[src/rtl/sc_micro_sequencer.sv]
// Next-microaddress generator: control-store address incrementer, branch/decode logic,
// PSR flag register and memory-wait stall with a timeout trap.
module sc_micro_sequencer #(
    parameter int unsigned UADDR_WIDTH = 11,
    parameter logic [UADDR_WIDTH-1:0] RESET_UADDR = 11'd0,
    parameter logic [UADDR_WIDTH-1:0] TRAP_UADDR = 11'd2047,
    parameter int unsigned MEM_TIMEOUT = 16
) (
    input  logic                   SC_uSeq_CLOCK_50,
    input  logic                   SC_uSeq_RESET_InLow,
    input  logic [2:0]             SC_uSeq_COND_In,
    input  logic [UADDR_WIDTH-1:0] SC_uSeq_JMPADDR_In,
    input  logic [3:0]             SC_uSeq_ALU_In,
    input  logic                   SC_uSeq_RD_In,
    input  logic                   SC_uSeq_WR_In,
    input  logic [3:0]             SC_uSeq_Flags_In,
    input  logic [31:0]            SC_uSeq_IR_In,
    input  logic                   SC_uSeq_MemReady_InHigh,
    output logic [UADDR_WIDTH-1:0] SC_uSeq_uAddr_Out,
    output logic [3:0]             SC_uSeq_PSR_Out,
    output logic                   SC_uSeq_Stall_OutHigh,
    output logic                   SC_uSeq_Error_OutHigh
);

    localparam logic [1:0] S_BOOT = 2'd0;
    localparam logic [1:0] S_RUN  = 2'd1;
    localparam logic [1:0] S_WAIT = 2'd2;

    localparam logic [7:0] WAIT_LAST = 8'(MEM_TIMEOUT - 1);

    logic [1:0]             state_q, state_d;
    logic [UADDR_WIDTH-1:0] uaddr_q, uaddr_d;
    logic [3:0]             psr_q, psr_d;
    logic                   error_q, error_d;
    logic [7:0]             count_q, count_d;

    logic                   mem_access;
    logic                   mem_pending;
    logic                   timeout;
    logic                   advance;
    logic                   cc_op;
    logic [UADDR_WIDTH-1:0] uaddr_inc;
    logic [UADDR_WIDTH-1:0] uaddr_next;
    logic                   unused;

    assign mem_access  = SC_uSeq_RD_In | SC_uSeq_WR_In;
    assign mem_pending = mem_access & ~SC_uSeq_MemReady_InHigh;
    assign timeout     = (state_q == S_WAIT) && !SC_uSeq_MemReady_InHigh &&
                         (count_q == WAIT_LAST);
    assign cc_op       = (SC_uSeq_ALU_In[3:2] == 2'b00);
    assign uaddr_inc   = uaddr_q + UADDR_WIDTH'(1);
    assign unused      = ^{SC_uSeq_ALU_In[1:0], SC_uSeq_IR_In[29:25], SC_uSeq_IR_In[18:14],
                           SC_uSeq_IR_In[12:0]};

    // Branch conditions use the registered PSR, so a cc-setting op sees the old flags.
    always_comb begin
        uaddr_next = uaddr_inc;
        unique case (SC_uSeq_COND_In)
            3'b000: uaddr_next = uaddr_inc;
            3'b001: uaddr_next = psr_q[3] ? SC_uSeq_JMPADDR_In : uaddr_inc;
            3'b010: uaddr_next = psr_q[2] ? SC_uSeq_JMPADDR_In : uaddr_inc;
            3'b011: uaddr_next = psr_q[1] ? SC_uSeq_JMPADDR_In : uaddr_inc;
            3'b100: uaddr_next = psr_q[0] ? SC_uSeq_JMPADDR_In : uaddr_inc;
            3'b101: uaddr_next = SC_uSeq_IR_In[13] ? SC_uSeq_JMPADDR_In : uaddr_inc;
            3'b110: uaddr_next = SC_uSeq_JMPADDR_In;
            3'b111: uaddr_next = UADDR_WIDTH'({1'b1, SC_uSeq_IR_In[31:30],
                                                SC_uSeq_IR_In[24:19], 2'b00});
            default: uaddr_next = uaddr_inc;
        endcase
    end

    always_comb begin
        state_d = state_q;
        uaddr_d = uaddr_q;
        error_d = error_q;
        count_d = count_q;
        advance = 1'b0;
        unique case (state_q)
            S_BOOT: state_d = S_RUN;
            S_RUN: begin
                if (mem_pending) begin
                    count_d = 8'd0;
                    state_d = S_WAIT;
                end else begin
                    uaddr_d = uaddr_next;
                    advance = 1'b1;
                end
            end
            S_WAIT: begin
                count_d = count_q + 8'd1;
                if (SC_uSeq_MemReady_InHigh) begin
                    uaddr_d = uaddr_next;
                    advance = 1'b1;
                    state_d = S_RUN;
                end else if (timeout) begin
                    uaddr_d = TRAP_UADDR;
                    error_d = 1'b1;
                    advance = 1'b1;
                    state_d = S_RUN;
                end
            end
            default: state_d = S_BOOT;
        endcase
        psr_d = (advance && cc_op) ? SC_uSeq_Flags_In : psr_q;
    end

    always_ff @(posedge SC_uSeq_CLOCK_50 or negedge SC_uSeq_RESET_InLow) begin
        if (!SC_uSeq_RESET_InLow) begin
            state_q <= S_BOOT;
            uaddr_q <= RESET_UADDR;
            psr_q   <= 4'b0000;
            error_q <= 1'b0;
            count_q <= 8'd0;
        end else begin
            state_q <= state_d;
            uaddr_q <= uaddr_d;
            psr_q   <= psr_d;
            error_q <= error_d;
            count_q <= count_d;
        end
    end

    assign SC_uSeq_uAddr_Out     = uaddr_q;
    assign SC_uSeq_PSR_Out       = psr_q;
    assign SC_uSeq_Error_OutHigh = error_q;
    assign SC_uSeq_Stall_OutHigh = (state_q == S_RUN || state_q == S_WAIT) && mem_pending;

endmodule

[config.mk]
export PLATFORM = sky130hd
export DESIGN_NAME = sc_micro_sequencer
export DESIGN_NICKNAME = d
export VERILOG_FILES = /design/src/rtl/sc_micro_sequencer.sv
export SDC_FILE = /design/constraint.sdc
export NUM_CORES = 1
export LEC_CHECK = 0
export CAP_MARGIN = 20
export CORE_AREA = 2 2 86 88
export DETAILED_ROUTE_END_ITERATION = 6
export DIE_AREA = 0 0 88 90
export SLEW_MARGIN = 20
export SYNTH_ARGS = -nofsm -noshare
export SYNTH_HDL_FRONTEND = slang
export SYNTH_SLANG_ARGS = --single-unit
export TNS_END_PERCENT = 20
[constraint.sdc]
create_clock -name SC_uSeq_CLOCK_50 -period 2.5 [get_ports SC_uSeq_CLOCK_50]
set_input_delay 0.5 -clock SC_uSeq_CLOCK_50 [delete_from_list [all_inputs] [get_ports SC_uSeq_CLOCK_50]]
set_output_delay 0.5 -clock SC_uSeq_CLOCK_50 [all_outputs]
set_load 0.03 [all_outputs]
== After elaboration in Yosys (flattened, before gate mapping) ==
Index checks and enable logic that the tools add are counted.
W data, S select, Z words.

* Register bits after elaboration: 26
* Input bits: 59
* Output and inout port bits: 17
* Word-level logic and storage cells: 57

* Add/sub/neg operators: 2
* Equality and inequality tests: 13
* Mux-type cells: 20
* Bitwise operators: 3
* Reduce and logical (&&, ||, !) cells: 14

{| class="wikitable"
|+ Operators by type and width
! kind !! count
|-
| $mux W11 || 8
|-
| $pmux W11 S8 || 1
|-
| $pmux W11 S2 || 1
|-
| $pmux W8 S2 || 1
|-
| $eq A3 B3 Y1 const B || 4
|-
| $add A11 B1 Y11 const B || 1
|-
| $add A8 B1 Y8 const B || 1
|-
| $eq A8 B4 Y1 const B || 1
|-
| $mux W8 || 1
|-
| $eq A3 B2 Y1 const B || 2
|-
| $mux W2 || 3
|-
| $pmux W2 S3 || 1
|-
| $reduce_and A3 Y1 || 2
|-
| $logic_and A1 B1 Y1 || 4
|-
| $logic_not A2 Y1 || 2
|-
| $ne A2 B2 Y1 const B || 2
|-
| $reduce_and A2 Y1 || 2
|-
| $eq A3 B1 Y1 const B || 1
|-
| $logic_not A3 Y1 || 1
|-
| $mux W1 || 3
|-
| $ne A3 B3 Y1 const B || 1
|-
| $eq A2 B1 Y1 const B || 1
|-
| $eq A2 B2 Y1 const B || 1
|-
| $pmux W1 S2 || 1
|-
| 6 further kinds || 6
|}

== Longest topological paths before layout ==
* Word-level depth: 7
* Depth in mapped cells: 8
* Gate-level depth less buffers: 7

== Least setup slack after synthesis ==
No wires, ideal clock.

* Kind: flip-flop to flip-flop
* Start: register state_q[0]
* End: register uaddr_q[8], in the netlist SC_uSeq_uAddr_Out[8]
* Library setup time: 136 ps
* Data arrival time: 1691 ps
* Required time: 2364 ps
* Slack: 673 ps
* Stages on the path, launching flop included: 9
* Buffers on the path: 2
* Clock period less this slack: 1827 ps
* Cells stage by stage: dfrtp_1 > inv_1 > ha_1 > buf_4 > o211ai_1 > clkbuf_1 > nor4_1 > a21boi_0 > a2bb2oi_1

* Longest elaborated chain between the ends: 5
* Elaborated cells between the ends (all ways): 9
* Those cells by class: eq/ne: 4; mux: 1; reduce/logical: 4

{| class="wikitable"
|+ Ends and longest elaborated chain
! what !! RTL line !! RTL
|-
| start: declaration || 31 || <nowiki>logic [1:0] state_q, state_d;</nowiki>
|-
| start signal: assignment || 115 || <nowiki>state_q <= state_d;</nowiki>
|-
| $eq A2 B2 Y1 || 48, 78 ||
|-
| $logic_and A1 B1 Y1 (2 in a row) || 48 || <nowiki>assign timeout = (state_q == S_WAIT) && !SC_uSeq_MemReady_InHigh &&</nowiki>
|-
| $ne A3 B3 Y1 (no source line) || n/a ||
|-
| $reduce_and A3 Y1 (no source line) || n/a ||
|-
| end signal: assignment || 116 || <nowiki>uaddr_q <= uaddr_d;</nowiki>
|-
| end: declaration || 32 || <nowiki>logic [UADDR_WIDTH-1:0] uaddr_q, uaddr_d;</nowiki>
|}

Parallel ways exist; a longest one is shown, timed or not.
A chain may end at the register's enable or synchronous reset.

== Final worst setup path ==
* Start: register state_q[0]
* End: register uaddr_q[10], in the netlist SC_uSeq_uAddr_Out[10]

The elaborated chain is that of the path after synthesis.

==> results by group <==
Synth
  – Fraction of synthesized cell area taken by the top area cell type: 31.7%
  – Cell area after synthesis: 2050 µm²
  – Mean instance size in the synthesized netlist: 8.63 µm²
  – Synthesized-area fraction occupied by xor and xnor cells: 2.99%
  – Count of yosys warnings during synthesis: 0
  – Synthesized instance count: 238
  – Share of synthesized area occupied by flip-flops and latches: 31.7%
  – Cell accounting for the most synthesized area: sky130_fd_sc_hd__dfrtp_1
  – Share of the synthesized area in compound gates (AO/OA/AOI/OAI): 24.7%
  – Number of synthesized flops with an enable pin: 0
  – Largest cells by area after synthesis: sky130_fd_sc_hd__dfrtp_1 32%, sky130_fd_sc_hd__ha_1 4.3%, sky130_fd_sc_hd__nand2_1 4.2%
  – Flop and latch count out of synthesis: 26
  – Post-Syn Nets: 304
  – Dominant combinational cell family by area after synthesis: compound AO/OA/AOI/OAI gates
  – Simple-gate share of the synthesized area: 24.4%
  – Number of distinct library cells after synthesis: 52
  – Proportion of register bits with asynchronous set or reset after synthesis: 100%
  – Flip-flop cell with the highest count after synthesis: sky130_fd_sc_hd__dfrtp_1
  – Multiplexer fraction of the synthesized cell area: 6.52%
  – Adder-Cell Fraction of Synth Area: 4.27%

Clock tree
  – Number of sinks on the clock net: 26
  – Number of clock buffers inserted by TritonCTS: 3
  – Quantity of hold-fixing buffers added after cts: 0
  – Number of gates given a new drive strength after cts: 0
  – Clock-pin slew reported for the worst setup and hold paths after clock tree synthesis: 0.10 ns
  – Clock H-tree levels: 1
  – Worst-skew pair later-pin latency: 0.27 ns
  – Root Buffer Master: sky130_fd_sc_hd__clkbuf_8
  – Count of buffers added by post-CTS timing repair for setup: 0
  – CTS tree: yes
  – Max Root-Sink Buffers: 2

Timing
  – Final sum of negative setup slack: 0 ns
  – Number of failing setup endpoints in the final timing report: 0
  – Rel. slew slack: 62.9%
  – Transition time at the pin with the least slew margin: 0.554 ns
  – Final worst path period share: 90.5%
  – Minimum period implied by the final worst setup slack: 2.26 ns
  – Slew Viols, Final: 0
  – RSZ-0062 raised after global routing: no
  – Final count of hold timing violations: 0
  – Fmax achieved: 442 MHz
  – Setup WS post-layout: 0.239 ns
  – Clock skew: 0.00687 ns

Power
  – Gate power share: 58.1%
  – Pwr/cell area: 974 nW/µm²
  – VDD IR max: 442 µV
  – Internal Pwr Total: 1.44 mW
  – Switching Share: 46.5%
  – Sequential group share of total power: 31.4%
  – Part of the total power dissipated in the clock network: 10.5%
  – Leakage power summed over all cells: 1.11 nW
  – Net switching power figure: 1.25 mW

Global routing
  – Pin count of the biggest net entering global routing: 27
  – Remaining Overflow, GRT: 0
  – All-layer global routing usage: 14.2%
  – Vias in the first global route: 1873
  – Wire length of the first global-routing pass: 9020 µm
  – Number of antenna violations at the first check in global routing: 0

Placement
  – Dpl cell area: 2700 µm²
  – Setup slack at placement: 0.0364 ns
  – Sum of net half-perimeters after detailed placement: 4170 µm
  – Port Buffers: 50
  – Final weighted congestion in routability-driven placement: 0.801

Routing
  – First-pass iteration count of the detailed router: 4
  – Count of antenna-violating nets left after detailed routing: 0
  – Routed wire per std cell: 14.2 µm
  – 1st-iter DRT viols: 160
  – Total number of vias: 1962
  – Aggregate routed wire length: 5500 µm
  – Residual DRC count: 0
  – Vias per cell: 5.07

Hold path
  – Cell depth of the worst hold path: 2
  – Class of the worst hold path: reg2reg
  – Endpoint with the worst hold slack: SC_uSeq_Error_OutHigh
  – Worst hold start: SC_uSeq_Error_OutHigh

Setup path
  – Worst Path Arrival: 2.41 ns
  – Setup Crit Path Kind: reg2reg
  – Crit path max fanout: 11
  – Endpoint type of the worst setup path: flop
  – R2R Path Start: state_q[0]
  – Reg2reg path depth: 7
  – Reg2Reg Setup Slack: 0.24 ns
  – Crit start category: flop
  – R2r endpoint: SC_uSeq_uAddr_Out[10]
  – Data required time at the worst endpoint: 2.65 ns

Flow run
  – Number of maximum-capacitance violations: 0

Die
  – Ports placed on the boundary: 76
  – # rows: 31
  – Starting Density: 29.2%
  – Die height: 90 µm
  – Floorplan core area: 7020 µm²
  – Floorplan die area: 7920 µm²
  – Die extent in x: 88 µm

Finish
  – Area of all placed cells without fillers: 2750 µm²
  – Fillers: 719
  – Layout cell share with drive strength beyond 1: 11.1%
  – Number of nets in the layout: 355
  – Diodes inserted: 0
  – Area growth from synthesis to layout: 34.1%

Run status
  – Status: completed
-- power by group through the flow --
stage,clock network [mW],registers (mW),logic (mW)
final,0.281,0.843,1.56
after global routing,0.306,0.881,1.71
after CTS,0.294,0.842,1.57
after detailed placement,0,0.850,1.57
after global placement,0,0.847,1.53
after floorplan,0,0.975,0.882
-- cell families (layout without fill, tap and decap cells) --
| group | after synthesis | count (layout) |
|---|---|---|
| AOI/OAI and AO/OA | 68 | 68 |
| adders and majority gates | 7 | 7 |
| buffers and inverters | 22 | 72 |
| xor gates and xnor gates | 7 | 7 |
| and+or+nand+nor | 97 | 97 |
| DFF | 26 | 26 |
| muxes | 11 | 11 |
-- cell usage in the layout, fill, tap and decap left out, types with 5 or more instances in the layout --
cell type,count
sky130_fd_sc_hd__clkdlybuf4s50_1,49
sky130_fd_sc_hd__dfrtp_1,26
sky130_fd_sc_hd__nand2_1,23
sky130_fd_sc_hd__nor2_1,23
sky130_fd_sc_hd__nand3_1,11
sky130_fd_sc_hd__nand3b_1,11
sky130_fd_sc_hd__o21ai_0,11
sky130_fd_sc_hd__buf_4,10
sky130_fd_sc_hd__a21oi_1,8
sky130_fd_sc_hd__inv_1,7
sky130_fd_sc_hd__nor3_1,7
sky130_fd_sc_hd__ha_1,7
sky130_fd_sc_hd__o211ai_1,6
sky130_fd_sc_hd__xor2_1,6
sky130_fd_sc_hd__nand2b_1,5
sky130_fd_sc_hd__a21o_1,5
sky130_fd_sc_hd__a221oi_1,5
-- critical path, stage by stage, from the launching register on --
cell and delay [ns]:
sky130_fd_sc_hd__dfrtp_1 0.44, sky130_fd_sc_hd__inv_1 0.09, sky130_fd_sc_hd__ha_1 0.34, sky130_fd_sc_hd__nand2b_1 0.20, sky130_fd_sc_hd__o211ai_1 0.26, sky130_fd_sc_hd__or2_0 0.32, sky130_fd_sc_hd__a2111oi_0 0.38, sky130_fd_sc_hd__nor3_1 0.11
-- stage by stage --
stage / utilization (%) / power (mW) / hold WS, ns / instances
floorplan: - / 1.86 / 0.204 / 238
global placement: 38.4 / 2.38 / 0.477 / 383
detailed placement: 38.4 / 2.42 / 0.459 / 383
CTS: 39.2 / 2.71 / 0.487 / 387
global route: 39.2 / 2.89 / 0.520 / 387
finish: 39.2 / 2.68 / 0.481 / 387
-- registers in the layout, summed over array words and instances, names as in the netlist --
name and count:
state_q 2, count_q 8, SC_uSeq_Error_OutHigh 1, SC_uSeq_PSR_Out 4, SC_uSeq_uAddr_Out 11
-- how the worst max path moves through the flow --
stage                                   from                    end  slack, ns  cells past startpoint
after floorplan                   state_q[0]   SC_uSeq_uAddr_Out[8]       0.67                      8
after global placement    SC_uSeq_COND_In[2]   SC_uSeq_uAddr_Out[8]       0.07                      8
after detailed placement  SC_uSeq_COND_In[2]   SC_uSeq_uAddr_Out[8]       0.04                      8
after CTS                         state_q[0]  SC_uSeq_uAddr_Out[10]       0.24                      7
after global routing              state_q[0]  SC_uSeq_uAddr_Out[10]       0.04                      7
final                             state_q[0]  SC_uSeq_uAddr_Out[10]       0.24                      7
-- metal layers --
layer  track usage (%)  routed length, µm
met5                 0                  0
met3              2.66                233
met2              24.4               2760
met4              1.54                 39
met1              18.8               2460
-- final cells by class --
cell class	instances	area, µm²	share of cell area [%]
tap	99	124	4.50
multi-input combinational	190	1290	46.9
timing repair buffer	61	606	22.0
inverter	7	26.3	0.954
clock buffer	4	55.1	2.00
sequential	26	651	23.6
-- cell usage after synthesis (3+ instances only) --
cell / n
sky130_fd_sc_hd__inv_1: 7
sky130_fd_sc_hd__buf_4: 3
sky130_fd_sc_hd__o21ai_0: 11
sky130_fd_sc_hd__mux2_2: 3
sky130_fd_sc_hd__nor2_1: 23
sky130_fd_sc_hd__o31ai_1: 3
sky130_fd_sc_hd__o21a_1: 4
sky130_fd_sc_hd__a221oi_1: 5
sky130_fd_sc_hd__nor3b_1: 3
sky130_fd_sc_hd__mux2_4: 4
sky130_fd_sc_hd__nand4_1: 4
sky130_fd_sc_hd__buf_2: 7
sky130_fd_sc_hd__nand3b_1: 11
sky130_fd_sc_hd__xor2_1: 6
sky130_fd_sc_hd__a211oi_1: 3
sky130_fd_sc_hd__nand2_1: 23
sky130_fd_sc_hd__and3_1: 3
sky130_fd_sc_hd__clkbuf_1: 4
sky130_fd_sc_hd__nand3_1: 11
sky130_fd_sc_hd__nand2b_1: 5
sky130_fd_sc_hd__mux2i_1: 4
sky130_fd_sc_hd__dfrtp_1: 26
sky130_fd_sc_hd__o221a_2: 3
sky130_fd_sc_hd__a21oi_1: 8
sky130_fd_sc_hd__o211ai_1: 6
sky130_fd_sc_hd__nor3_1: 7
sky130_fd_sc_hd__a21o_1: 5
sky130_fd_sc_hd__a31oi_1: 3
sky130_fd_sc_hd__ha_1: 7
(Power assumes the default switching activity.)
